[config.mk]
export PLATFORM = sky130hd
export DESIGN_NAME = mod12_counter_flat
export DESIGN_NICKNAME = d
export VERILOG_FILES = /design/src/rtl/mod12_counter_if.sv /design/src/rtl/mod12_counter.sv /design/src/flat_wrapper.sv
export SDC_FILE = /design/constraint.sdc
export NUM_CORES = 1
export LEC_CHECK = 0
export ABC_AREA = 1
export CORE_AREA = 3 3 40 42
export CTS_CLUSTER_SIZE = 12
export DETAILED_ROUTE_END_ITERATION = 8
export DIE_AREA = 0 0 43 45
export GPL_TIMING_DRIVEN = 0
export PLACE_DENSITY = 0.49
export RECOVER_POWER = 25
export SLEW_MARGIN = 20
export SYNTH_ARGS = -nofsm -noshare
export SYNTH_HDL_FRONTEND = slang
export SYNTH_SLANG_ARGS = --single-unit
[constraint.sdc]
create_clock -name clk -period 2 [get_ports clk]
set_input_delay 0.4 -clock clk [delete_from_list [all_inputs] [get_ports clk]]
set_output_delay 0.4 -clock clk [all_outputs]
set_load 0.03 [all_outputs]
[src/rtl/mod12_counter_if.sv]
// Write-side load/direction controls and read-side count for the mod-12 counter.
// Agents drive load/mode/data_in; the counter drives data_out back.
interface count_if;
  logic       load;
  logic       mode;
  logic [3:0] data_in;
  logic [3:0] data_out;

  modport master (
    output load,
    output mode,
    output data_in,
    input  data_out
  );

  modport slave (
    input  load,
    input  mode,
    input  data_in,
    output data_out
  );
endinterface

[src/rtl/mod12_counter.sv]
// Loadable 4-bit modulo-12 up/down counter, 1-cycle load/count latency, async active-high reset.
// No backpressure: it counts every cycle that is neither reset nor load; out-of-range loads clear to 0.
module mod12_counter (
  input  logic    clk,
  input  logic    reset,
  count_if.slave  cif
);

  localparam logic [3:0] CNT_MAX = 4'd11;

  logic [3:0] count_q;
  logic [3:0] count_d;

  // Load wins over counting; the wrap points are explicit compares so the state never leaves 0..11.
  always_comb begin
    count_d = count_q;
    if (cif.load) begin
      count_d = (cif.data_in > CNT_MAX) ? 4'd0 : cif.data_in;
    end else if (cif.mode) begin
      count_d = (count_q == CNT_MAX) ? 4'd0 : count_q + 4'd1;
    end else begin
      count_d = (count_q == 4'd0) ? CNT_MAX : count_q - 4'd1;
    end
  end

  always_ff @(posedge clk or posedge reset) begin
    if (reset) begin
      count_q <= 4'd0;
    end else begin
      count_q <= count_d;
    end
  end

  assign cif.data_out = count_q;

endmodule

[src/flat_wrapper.sv]
// flat-port wrapper written by rule: the top's interface ports become plain ports
module mod12_counter_flat 
  (clk, reset, cif_load, cif_mode, cif_data_in, cif_data_out);
  count_if cif_i ();
  input  logic clk;
  input  logic reset;
  input wire logic [$bits(cif_i.load)-1:0] cif_load;
  input wire logic [$bits(cif_i.mode)-1:0] cif_mode;
  input wire logic [$bits(cif_i.data_in)-1:0] cif_data_in;
  output wire logic [$bits(cif_i.data_out)-1:0] cif_data_out;
  assign cif_i.load = cif_load;
  assign cif_i.mode = cif_mode;
  assign cif_i.data_in = cif_data_in;
  assign cif_data_out = cif_i.data_out;
  mod12_counter u_core (.clk(clk), .reset(reset), .cif(cif_i));
endmodule
==> results_dict.tcl <==
set metrics [dict create \
    cts.reportedPaths.clkPinSlew_ps 40 \
    io_pins 12 \
    place_congestion 0.665 \
    yosysUniqueCellTypes 15 \
    grt_pass1_wl_um 1190 \
    start_kind "register" \
    antenna_cells 0 \
    ant_nets 0 \
    cts_setup_buffers 0 \
    postSynthCellCount 51 \
    seq_area_frac_synth_pct 30.2 \
    clockRootBuffer "clkbuf_4" \
    first_pass_iters 4 \
    synth_compound_area_share_pct 14.0 \
    drc 0 \
    ctsResizeCount 0 \
    worst_slew_pin_slew_ps 306 \
    cp.required_ps 1600 \
    antenna_found_initial 0 \
    syn-num-nets 61 \
    final_area_um2 483 \
    largest_reg_flops 4 \
    die_x_um 43 \
    drv_cap 0 \
    slew_viol_final 0 \
    min_path_type "in2async" \
    grt_max_degree 8 \
    die_h_um 45 \
    dp_hpwl_um 585 \
    place_area_um2 460 \
    dieArea_um2 1940 \
    rows 13 \
    ys_warn_count 0 \
    synth_area_um2 332 \
    worst_hold_slack_ps 482 \
    skew_ps 4.89 \
    critical_path.max_stage_delay_ps 720 \
    cp_max_fo 6 \
    setup_viol_count_final 0 \
    grt_pass1_vias 288 \
    cpMaxStageDelayCell "clkdlybuf4s50_1" \
    fin_total_pwr_uw 373 \
    timing.final.crit_share_pct 90.0 \
    cp_top_family "buffers and inverters" \
    clock_sinks 4 \
    critPathKind "reg2out" \
    vias 358 \
    outcome "finished clean" \
    fin_util_pct 37.6 \
    max_freq_mhz 556 \
    rsz0062_at_grt "false" \
    grt.overflow.total 0 \
    path_buf_inv 1 \
    io_buffer_count 11 \
    cts.hold.buffers_added 0 \
    area_delta_synth_final_pct 45.7 \
    yosys.area_share.simple_pct 33.2 \
    vdd_drop_max_uv 518 \
    numCtsBuffers 3 \
    routedWlPerCell_um 8.76 \
    cp.arrival_ps 1400 \
    path_cells "clkdlybuf4s50_1" \
    crit_path_end_kind "output port" \
    start_util_pct 25.8 \
    finalSetupTns_ps 0 \
    nFillCells 143 \
    wirelength_um 701 \
    instances_no_fill 80 \
    hold_violations 0 \
    place_inst 77 \
    htree_levels 1 \
    relSlewSlack_pct 79.6 \
    synthXorXnorAreaFrac_pct 2.64 \
    cts_tree "yes" \
    nets 77 \
    place_ws_ps 440 \
    post-route-min-period_ps 1800 \
    drt-initial-drc-count 8 \
    synth_top_family_by_area "simple AND/OR/NAND/NOR gates" \
    drive_gt1_share_pct 9.23 \
    gr-usage-all-layers_pct 8.36 \
    synthMuxAreaShare_pct 0 \
    vias_per_cell 4.48 \
    synthAdderAreaFrac_pct 7.55 \
    power_per_cell_area_nw_per_um2 773 \
    worstSkewPairLatency_ps 230 \
    setup_ws_ps 200 \
    synth_seq_cells 4 \
    core-area_um2 1280 \
    synth_area_per_cell_um2 6.50 \
    leakage_nw 0.243 \
    cts_max_path_buffers 2 \
]
## cell type report
type	count	area (µm²)	area share, %
Multi-Input combinational cell	36	190	39.4
Timing Repair Buffer	11	110	22.8
Sequential cell	4	100	20.7
Inverter	11	41.3	8.55
Clock buffer	3	22.5	4.66
Tap cell	15	18.8	3.89
## power breakdown
group | switching [mW] | internal (mW) | total [mW]
Combinational | 0.0866 | 0.0703 | 0.157
Sequential | 0.0242 | 0.0944 | 0.119
Clock | 0.0310 | 0.0670 | 0.0980
Total | 0.142 | 0.232 | 0.373
## Yosys cell counts (all sizes together)
library cell	n	area, µm²
nand4	1	6.26
nor2	2	7.51
dfrtp	4	100
a21oi	4	20.0
nand2	13	51.3
xnor2	1	8.76
o22ai	1	6.26
nand3	8	45.0
o21ai	4	20.0
inv	11	41.3
ha	2	25.0
## placed cells by master, fill, tap and decap left out, types with 2 or more instances in the layout
cell type,n
clkdlybuf4s50_1,10
a21oi_1,4
o21ai_0,2
clkbuf_4,3
nand2_1,12
nor2_1,2
inv_1,10
ha_1,2
o21ai_1,2
dfrtp_1,4
nand3_1,7
## kinds of logic (layout without fill, tap and decap cells)
family | count (synthesis) | after routing
fa+ha+maj | 2 | 2
buf+inv | 11 | 25
simple gates | 24 | 24
xor+xnor | 1 | 1
compound gates | 9 | 9
flops | 4 | 4
## routing by layer
| metal | up-vias | global-route usage, % | part of all wire [%] |
|---|---|---|---|
| li1 | 195 | - | - |
| met1 | 154 | 10.2 | 48 |
| met2 | 9 | 12.9 | 45 |
| met3 | 0 | 4.78 | 7.0 |
| met4 | 0 | 1.81 | 0 |
| met5 | - | 0 | 0 |
## worst paths after layout
path | start | to | slack [ps] | cells after the start
min in group clk | u_core.cif.data_out[0] | u_core.cif.data_out[0] | 670 | 3
setup / recovery | u_core.cif.data_out[2] | cif_data_out[2] | 200 | 1
setup reg to reg | u_core.cif.data_out[0] | u_core.cif.data_out[3] | 680 | 8
hold reg to reg | u_core.cif.data_out[0] | u_core.cif.data_out[0] | 670 | 3
max in group asynchronous | reset | u_core.cif.data_out[1] | 1370 | 2
hold / removal | reset | u_core.cif.data_out[0] | 480 | 2
Power figures use the tool's default switching activity.
